==> config.mk <==
export PLATFORM = sky130hd
export DESIGN_NAME = npu_requant
export DESIGN_NICKNAME = d
export VERILOG_FILES = /design/src/rtl/npu_pkg.sv /design/src/rtl/requant_lane.sv /design/src/rtl/npu_requant.sv
export SDC_FILE = /design/constraint.sdc
export NUM_CORES = 2
export LEC_CHECK = 0
export ABC_AREA = 0
export BUFFER_PORTS_ARGS = -buffer_cell sky130_fd_sc_hd__buf_2
export CORE_MARGIN = 2
export CORE_UTILIZATION = 40
export CTS_BUF_LIST = sky130_fd_sc_hd__clkbuf_2 sky130_fd_sc_hd__clkbuf_4 sky130_fd_sc_hd__clkbuf_8
export CTS_CLUSTER_DIAMETER = 150
export DETAILED_ROUTE_END_ITERATION = 16
export GPL_TIMING_DRIVEN = 0
export PLACE_DENSITY_LB_ADDON = 0.2
export SYNTH_ARGS = -nofsm -noshare
export SYNTH_HDL_FRONTEND = slang
export SYNTH_SLANG_ARGS = --single-unit
export TNS_END_PERCENT = 30
==> constraint.sdc <==
create_clock -name i_clk -period 12.5 [get_ports i_clk]
set_input_delay 3.125 -clock i_clk [delete_from_list [all_inputs] [get_ports i_clk]]
set_output_delay 3.125 -clock i_clk [all_outputs]
set_load 0.01 [all_outputs]
==> src/rtl/npu_pkg.sv <==
// Shared constants and types for the NPU requantization path.
// Imported by the requant top and its lane datapath.
package npu_pkg;

  localparam int ACT_WIDTH = 8;
  localparam int ACC_WIDTH = 2 * ACT_WIDTH;
  localparam int ACT_MAX   = 127;
  localparam int ACT_MIN   = -128;

  typedef enum logic {
    ST_IDLE,
    ST_DRAIN
  } state_e;

endpackage

==> src/rtl/requant_lane.sv <==
// One accumulator -> activation: round, shift, saturate, optional ReLU.
// Purely combinational.
module requant_lane
  import npu_pkg::*;
#(
  parameter int DATA_WIDTH = ACT_WIDTH
) (
  input  logic [2*DATA_WIDTH-1:0] i_acc,
  input  logic [3:0]              i_shift,
  input  logic                    i_relu_en,
  output logic [DATA_WIDTH-1:0]   o_act
);

  localparam int AW = 2 * DATA_WIDTH;
  localparam int SMAX = (DATA_WIDTH == 8) ? ACT_MAX
                      : (1 << (DATA_WIDTH - 1)) - 1;
  localparam int SMIN = (DATA_WIDTH == 8) ? ACT_MIN
                      : -(1 << (DATA_WIDTH - 1));
  localparam logic signed [AW:0] MAXV = (AW+1)'(SMAX);
  localparam logic signed [AW:0] MINV = (AW+1)'(SMIN);
  localparam logic signed [AW:0] ONE  = (AW+1)'(1);

  logic signed [AW:0] w_ext;
  logic signed [AW:0] w_rnd;
  logic signed [AW:0] w_sum;
  logic signed [AW:0] w_shr;
  logic [DATA_WIDTH-1:0] w_sat;

  // One guard bit keeps acc + rounding term from wrapping.
  always_comb begin
    w_ext = {i_acc[AW-1], i_acc};
    w_rnd = '0;
    if (i_shift != 4'd0)
      w_rnd = ONE << (i_shift - 4'd1);
    w_sum = w_ext + w_rnd;
    w_shr = w_sum >>> i_shift;
  end

  always_comb begin
    w_sat = w_shr[DATA_WIDTH-1:0];
    if (w_shr > MAXV)
      w_sat = MAXV[DATA_WIDTH-1:0];
    else if (w_shr < MINV)
      w_sat = MINV[DATA_WIDTH-1:0];
  end

  always_comb begin
    o_act = w_sat;
    if (i_relu_en && w_sat[DATA_WIDTH-1])
      o_act = '0;
  end

endmodule

==> src/rtl/npu_requant.sv <==
// Post-MAC requantization: capture a PE accumulator set,
// then stream requantized activations out in LANES-wide beats.
module npu_requant
  import npu_pkg::*;
#(
  parameter int DATA_WIDTH  = ACT_WIDTH,
  parameter int DATA_COPIES = 32,
  parameter int LANES       = 8
) (
  input  logic                              i_clk,
  input  logic                              i_rst_n,
  input  logic [DATA_COPIES*2*DATA_WIDTH-1:0] i_acc,
  input  logic                              i_acc_load,
  input  logic [3:0]                        i_shift,
  input  logic                              i_relu_en,
  output logic [LANES*DATA_WIDTH-1:0]       o_data,
  output logic                              o_vld,
  input  logic                              i_ready,
  output logic                              o_last,
  output logic                              o_busy,
  output logic                              o_overrun,
  input  logic                              i_overrun_clr
);

  localparam int AW    = 2 * DATA_WIDTH;
  localparam int BEATS = DATA_COPIES / LANES;
  localparam int CW    = $clog2(BEATS + 1);
  localparam int BW    = (BEATS > 1) ? $clog2(BEATS) : 1;

  state_e r_state;
  state_e w_state_nxt;

  logic [AW-1:0]   r_buf [BEATS][LANES];
  logic [3:0]      r_shift;
  logic            r_relu;
  logic [CW-1:0]   r_cnt;
  logic [LANES*DATA_WIDTH-1:0] r_data;
  logic            r_vld;
  logic            r_last;
  logic            r_ovr;

  logic            w_hs;
  logic            w_hs_last;
  logic            w_load;
  logic            w_drop;
  logic            w_issue;
  logic [BW-1:0]   w_beat;
  logic [AW-1:0]   w_sel [LANES];
  logic [LANES*DATA_WIDTH-1:0] w_act;

  assign w_hs      = r_vld & i_ready;
  assign w_hs_last = w_hs & r_last;
  assign w_load    = i_acc_load
                   & ((r_state == ST_IDLE) | w_hs_last);
  assign w_drop    = i_acc_load & ~w_load;
  // Issue only while beats remain; the last handshake and a new
  // load share an edge, so beat 0 of the next set trails by one.
  assign w_issue   = (r_state == ST_DRAIN)
                   & (r_cnt != CW'(BEATS))
                   & (~r_vld | i_ready);
  assign w_beat    = r_cnt[BW-1:0];

  always_comb begin
    w_state_nxt = r_state;
    unique case (r_state)
      ST_IDLE:  if (w_load) w_state_nxt = ST_DRAIN;
      ST_DRAIN: if (w_hs_last && !w_load) w_state_nxt = ST_IDLE;
      default:  w_state_nxt = ST_IDLE;
    endcase
  end

  always_ff @(posedge i_clk or negedge i_rst_n) begin
    if (!i_rst_n) r_state <= ST_IDLE;
    else          r_state <= w_state_nxt;
  end

  always_ff @(posedge i_clk or negedge i_rst_n) begin
    if (!i_rst_n) begin
      for (int b = 0; b < BEATS; b++)
        for (int l = 0; l < LANES; l++)
          r_buf[b][l] <= '0;
      r_shift <= '0;
      r_relu  <= 1'b0;
    end else if (w_load) begin
      for (int b = 0; b < BEATS; b++)
        for (int l = 0; l < LANES; l++)
          r_buf[b][l] <= i_acc[(b*LANES+l)*AW +: AW];
      r_shift <= i_shift;
      r_relu  <= i_relu_en;
    end
  end

  always_ff @(posedge i_clk or negedge i_rst_n) begin
    if (!i_rst_n)     r_cnt <= '0;
    else if (w_load)  r_cnt <= '0;
    else if (w_issue) r_cnt <= r_cnt + CW'(1);
  end

  always_comb begin
    for (int l = 0; l < LANES; l++)
      w_sel[l] = r_buf[w_beat][l];
  end

  for (genvar j = 0; j < LANES; j++) begin : g_lane
    requant_lane #(
      .DATA_WIDTH (DATA_WIDTH)
    ) u_lane (
      .i_acc     (w_sel[j]),
      .i_shift   (r_shift),
      .i_relu_en (r_relu),
      .o_act     (w_act[j*DATA_WIDTH +: DATA_WIDTH])
    );
  end

  always_ff @(posedge i_clk or negedge i_rst_n) begin
    if (!i_rst_n) begin
      r_data <= '0;
      r_vld  <= 1'b0;
      r_last <= 1'b0;
    end else if (w_issue) begin
      r_data <= w_act;
      r_vld  <= 1'b1;
      r_last <= (r_cnt == CW'(BEATS - 1));
    end else if (w_hs) begin
      r_vld  <= 1'b0;
      r_last <= 1'b0;
    end
  end

  always_ff @(posedge i_clk or negedge i_rst_n) begin
    if (!i_rst_n)           r_ovr <= 1'b0;
    else if (w_drop)        r_ovr <= 1'b1;
    else if (i_overrun_clr) r_ovr <= 1'b0;
  end

  assign o_data    = r_data;
  assign o_vld     = r_vld;
  assign o_last    = r_last;
  assign o_busy    = (r_state == ST_DRAIN);
  assign o_overrun = r_ovr;

endmodule

Word-level counts from Yosys, hierarchy flattened:

Index checks and enable logic that the tools add are counted.

* reduce and logical (&&, ||, !) cells: 14
* multiplexer cells: 38
* bitwise operators: 12
* $add $sub $neg: 10
* shift-type cells: 9
* equality and inequality tests: 2
* $lt $le $gt $ge: 17

Operators by type and width (count)
* binary-select mux 128 bit (select 2 bit): 1
* 2-to-1 mux 128 bit: 2
* 2-to-1 mux 8 bit: 24
* adder 16 x 17 -> 17 bit: 8
* > comparator 17 x 8 -> 1 bit, second input constant: 8
* < comparator 17 x 8 -> 1 bit, second input constant: 8
* >>> shifter 17 x 4 -> 17 bit: 8
* 2-to-1 mux 17 bit: 1
* << shifter 1 x 4 -> 17 bit, first input constant: 1
* logical AND 1 bit: 9
* 2-to-1 mux 1 bit: 7
* bitwise AND 1 bit: 6
* 2-to-1 mux 3 bit: 2
* nonzero test 2 bit: 3
* nonzero test 4 bit: 1
* subtractor 4 x 1 -> 4 bit, second input constant: 1
* adder 3 x 1 -> 3 bit, second input constant: 1
* equality test 3 x 2 -> 1 bit, second input constant: 1
* greater-or-equal comparator 3 bit, second input constant: 1
* != test 3 bit, second input constant: 1
* NOT 1 bit: 3
* NOT 2 -> 3 bit: 1
* bitwise OR 1 bit: 2
* case mux 1 bit (2 select lines): 1
* zero test 1 bit: 1

* word-level logic and storage cells: 142
* bits in registers: 588
* output and inout bits: 68

Longest topological paths before layout:

* depth in word-level cells: 11
* gate-level depth with buffers: 26

By module:

Synthesis repeated with hierarchy kept, for this count alone.

* cell total of the unflattened synthesis: 3865
* area total of the unflattened synthesis: 42032.8 um^2

Modules (own cells, without submodules)
* npu_requant: seq. area each 14714.1 um^2, cells each 1419, area an instance 24920.2 um^2, instances 1
* requant_lane at g_lane[1].u_lane ...: seq. area each 0.0 um^2, cells each 308, area an instance 2202.1 um^2, instances 3
* requant_lane at g_lane[5].u_lane ...: seq. area each 0.0 um^2, cells each 323, area an instance 2189.6 um^2, instances 2
* requant_lane at g_lane[0].u_lane: seq. area each 0.0 um^2, cells each 308, area an instance 2198.4 um^2, instances 1
* requant_lane at g_lane[4].u_lane: seq. area each 0.0 um^2, cells each 305, area an instance 2108.3 um^2, instances 1
* requant_lane at g_lane[6].u_lane: seq. area each 0.0 um^2, cells each 263, area an instance 1820.5 um^2, instances 1

Worst setup path after synthesis:

OpenSTA, ideal clock, no wires.

* path type: register to register
* start: register r_shift[2]
* end: register r_data[17], in the netlist o_data[17]
* slack: 5.992 ns
* required time: 12.379 ns
* arrival time: 6.387 ns
* cell stages (with the launch flop): 25
* cells stage by stage: dfrtp_1 -> buf_2 -> buf_1 -> clkbuf_1 -> buf_1 -> clkbuf_1 -> buf_1 -> clkbuf_1 -> clkbuf_1 -> nand2_1 -> nor2_1 -> ha_1 -> clkbuf_1 -> and2_1 -> nand3_1 -> nor4_1 -> nor4_1 -> or3_1 -> clkbuf_1 -> a222oi_1 -> o221a_2 -> nand3_1 -> o21a_1 -> or3b_1 -> a22o_1

* longest elaborated chain between the ends: 10
* elaborated cells between the ends (all ways): 12

Ends and longest elaborated chain
* start: declaration: RTL line npu_requant.sv:34 `logic [3:0] r_shift;`
* start signal: assignment: RTL line npu_requant.sv:88 `r_shift <= i_shift;`
* subtractor 4 x 1 -> 4 bit: RTL line requant_lane.sv:34 `w_rnd = ONE << (i_shift - 4'd1);`
* << shifter 1 x 4 -> 17 bit: RTL line requant_lane.sv:34
* 2-to-1 mux 17 bit: RTL line requant_lane.sv:33 `if (i_shift != 4'd0)`
* adder 16 x 17 -> 17 bit: RTL line requant_lane.sv:35 `w_sum = w_ext + w_rnd;`
* >>> shifter 17 x 4 -> 17 bit *: RTL line requant_lane.sv:36 `w_shr = w_sum >>> i_shift;`
* < comparator 17 x 8 -> 1 bit: RTL line requant_lane.sv:43 `else if (w_shr < MINV)`
* 2-to-1 mux 8 bit: RTL line requant_lane.sv:43
* 2-to-1 mux 8 bit *: RTL line requant_lane.sv:41 `if (w_shr > MAXV)`
* logical AND 1 bit: RTL line requant_lane.sv:49 `if (i_relu_en && w_sat[DATA_WIDTH-1])`
* 2-to-1 mux 8 bit *: RTL line requant_lane.sv:49
* end signal: assignment: RTL line npu_requant.sv:121 `r_data <= w_act;`
* end: declaration: RTL line npu_requant.sv:37 `logic [LANES*DATA_WIDTH-1:0] r_data;`

Mark *: on every way between the ends. The rest lies on a longest branch, timed or not.
A chain may end at the register's enable or synchronous reset.

Worst setup path after layout:

* start: register r_shift[2]
* end: register r_data[3], in the netlist o_data[3]

Same word-level chain as after synthesis.

==> summary.txt <==
Synth
  • Synthesized area per cell: 10.5 sq um
  • Post-Syn Area: 40700 sq um
  • Largest family of logic cells by synthesized area: multiplexers
  • Number of synthesized flops with an enable pin: 0
  • FF+latch count, synth: 588
  • Synth Area in Compound Gates: 17.9%
  • Yosys Warn Count: 0
  • Post-synthesis xor/xnor area fraction: 3.64%
  • Synth cell types: 116
  • Post-synthesis async set-or-reset flop share: 100%
  • Simple-gate share of the synthesized area: 10.8%
  • Synth Area in Adders: 3.10%
  • Ys flop type: dfrtp_1
  • Seq/Total Area, Yosys: 36.1%
  • Mux cell area share after synthesis: 24.9%
  • Post-Synthesis Cells: 3872

Placement
  • DP Area: 45800 sq um
  • Port Buf Inserts: 589
  • Post-DP HPWL: 167000 um
  • RePlAce Congestion: 1.03

Min path
  • Min-Delay Path Class: reg2reg

Setup path
  • CP required: 13120 ps
  • Critical path's slowest cell: o31ai_1
  • Crit path buffers/inverters: 10
  • CP arrival: 12960 ps
  • Worst Setup End Kind: flip-flop
  • CP delay by family, top: buffers and inverters
  • Critical path's largest stage delay: 1150 ps
  • R2R setup slack: 160 ps
  • CP max FO: 10
  • Crit start category: flip-flop
  • Crit path kind: reg2reg
  • Crit-path most repeated cell: clkbuf_1
  • Crit-path cells: buf_2 -> buf_1 -> clkbuf_1 -> buf_1 -> clkbuf_1 -> buf_1 -> clkbuf_1 -> clkbuf_1 -> nand2_1 -> nor2_2 -> buf_8 -> ha_1 -> clkbuf_1 -> and3_1 -> and2_1 -> nand2_1 -> o31ai_1 -> nor2_1 -> and3_1 -> a2111oi_1 -> a41o_1 -> a31oi_1 -> a311oi_1 -> o21ai_0

Routing
  • First-pass detailed-route iteration total: 8
  • Vias: 39.1k
  • Wire length per cell: 34.9 um
  • DRC Markers: 0
  • Routed WL: 211000 um
  • Avg Vias per Cell: 6.46
  • 1st-iter DRT viols: 4600
  • Number of nets with antenna violations after routing: 0

Floorplan
  • Core area: 101000 sq um
  • DIE AREA: 104000 sq um
  • Placement Rows: 117
  • Die W: 323 um
  • Die Span Y: 323 um
  • I/O pin cnt: 590
  • Initial Util: 40.2%

Clock tree
  • Clock Latency Late Sink: 800 ps
  • Post-CTS Setup Bufs: 0
  • Max Root-Sink Buffers: 3
  • Sinks on Clock Net: 588
  • Root Buffer Master: clkbuf_8
  • H-tree depth: 3
  • Clock transition at path regs: 60 ps
  • CTS tree: done
  • CTS Buf Count: 99
  • CTS hold repair buffers: 0
  • Post-CTS sizing: 0

Final layout
  • Final Instance Area: 47900 sq um
  • Layout cells sized above 1: 34.6%
  • P&R area growth vs syn: 17.7%
  • Filler cell count: 9750
  • Util after Layout: 47.3%
  • Final net count: 5190

GRT
  • Grt ovf: 0
  • First-pass GRT wire length: 291000 um
  • GRT Total Usage: 39.8%
  • Antenna violations before repair: 37
  • Pin count of the biggest net entering global routing: 118
  • Vias in the first global route: 37.2k

STA
  • RSZ-0062 raised after global routing: false
  • Setup TNS: 0 ps
  • Worst slew margin: -12.6%
  • Fin. max-slew vios: 84
  • Slew @ Worst Pin: 1670 ps
  • Number of endpoints failing setup at the final stage: 0
  • Final hold violations: 0
  • F_max: 0.0811 GHz
  • Period utilisation layout: 98.7%
  • Setup Skew: 44.0 ps
  • Tmin final: 12340 ps

Outcome
  • Failing checks: capacitance limit, slew limit
  • Run status: complete, but fails checks

Job
  • Max-Cap Viols: 10
==> synthesized netlist by cell type (11+ instances only) <==
| library cell | count | area, sq um |
|---|---|---|
| buf_1 | 42 | 158 |
| a211o_1 | 24 | 210 |
| maj3_1 | 18 | 180 |
| mux4_2 | 130 | 2930 |
| a31oi_1 | 51 | 319 |
| o31a_1 | 11 | 96.3 |
| nor2b_1 | 17 | 106 |
| nor2_1 | 228 | 856 |
| buf_4 | 21 | 158 |
| buf_2 | 35 | 175 |
| nand4_1 | 22 | 138 |
| a21oi_1 | 196 | 981 |
| nor3_1 | 68 | 340 |
| a211oi_1 | 91 | 683 |
| a221oi_1 | 20 | 175 |
| or3_1 | 24 | 150 |
| o31ai_1 | 11 | 82.6 |
| nand2_1 | 252 | 946 |
| a221o_1 | 25 | 250 |
| and2_1 | 47 | 294 |
| a22o_1 | 25 | 219 |
| dfrtp_1 | 588 | 14700 |
| o2111ai_1 | 17 | 149 |
| o21ai_0 | 166 | 831 |
| mux2i_1 | 67 | 671 |
| a31o_2 | 19 | 166 |
| nand2b_1 | 17 | 106 |
| nor4_1 | 23 | 144 |
| and3_1 | 37 | 231 |
| xor2_1 | 66 | 578 |
| o211ai_1 | 58 | 435 |
| a21o_1 | 64 | 480 |
| xnor2_1 | 99 | 867 |
| or2_2 | 25 | 156 |
| mux4_1 | 17 | 447 |
| mux2_2 | 541 | 6090 |
| clkbuf_1 | 175 | 657 |
| o221ai_1 | 23 | 201 |
| o22ai_1 | 28 | 175 |
| o21a_1 | 24 | 180 |
| ha_1 | 83 | 1040 |
| a22oi_1 | 19 | 143 |
| inv_1 | 45 | 169 |
| nand3_1 | 77 | 385 |
==> area by class of cell <==
cell class	count	area [sq um]	area share [%]
antenna	24	60.1	0.125
buffer	285	1280	2.68
clock buffer	151	1870	3.89
clock inverter	27	233	0.485
inverter	46	173	0.360
multi-input combinational	2960	24600	51.4
sequential	588	14700	30.7
tap	1368	1710	3.57
timing repair buffer	605	3260	6.80
==> registers in the layout, indices dropped and copies added (netlist names) <==
| name | count |
|---|---|
| o_overrun | 1 |
| r_shift | 4 |
| o_busy | 1 |
| o_last | 1 |
| r_buf | 512 |
| o_vld | 1 |
| r_relu | 1 |
| r_cnt | 3 |
| o_data | 64 |
==> routing by layer <==
metal	vias up	global-route usage [%]	part of all wire, %
li1	16300	-	-
met3	471	10.6	10
met2	2421	57.8	42
met5	-	0	0.051
met4	20	20.9	6.0
met1	19900	54.2	42
==> kinds of logic after synthesis <==
| family | Yosys count |
|---|---|
| fa+ha+maj | 105 |
| mux | 755 |
| compound gates | 1026 |
| xor+xnor | 167 |
| flops | 588 |
| other cells | 1 |
| simple gates | 899 |
| buf+inv | 331 |
==> through the flow <==
step / hold WS (ps) / setup slack (ps) / cells
final: 472 / 164 / 6054
after global routing: 501 / 229 / 6043
after CTS: 479 / 934 / 6030
after detailed placement: 466 / 919 / 5852
after global placement: 458 / -4430 / 5836
after floorplan: 472 / 5990 / 3879
==> cells in the final DEF, fill, tap and decap left out, types with 77 or more instances in the layout <==
| cell | count |
|---|---|
| o21ai_0 | 166 |
| xnor2_1 | 99 |
| clkbuf_8 | 117 |
| dfrtp_1 | 588 |
| buf_2 | 626 |
| nor2_1 | 219 |
| mux4_2 | 130 |
| clkbuf_1 | 175 |
| ha_1 | 83 |
| a21oi_1 | 196 |
| mux2_2 | 541 |
| a211oi_1 | 91 |
| nand2_1 | 252 |
| nand3_1 | 77 |
==> worst reg2reg max path, cell delays in order (launching register included) <==
cell and delay, ps:
dfrtp_1 430, buf_2 330, buf_1 700, clkbuf_1 740, buf_1 750, clkbuf_1 840, buf_1 740, clkbuf_1 700
clkbuf_1 640, nand2_1 320, nor2_2 620, buf_8 270, ha_1 190, clkbuf_1 360, and3_1 260, and2_1 150
nand2_1 70, o31ai_1 1150, nor2_1 540, and3_1 380, a2111oi_1 1000, a41o_1 300, a31oi_1 200, a311oi_1 390
o21ai_0 150
==> worst paths after layout <==
path                            startpoint  depth (start not counted)          to
worst max register to register  r_shift[2]                         24   o_data[3]
max in group asynchronous          i_rst_n                          4  r_buf[474]
worst min register to register   o_data[0]                          2   o_data[0]
min in group asynchronous          i_rst_n                          1   r_buf[52]
worst min-delay path             o_data[0]                          2   o_data[0]
worst max-delay path            r_shift[2]                         24   o_data[3]
Power is left out: the tool's default activity adds up to more than one toggle a clock period on the data nets, which glitch-free logic cannot reach.
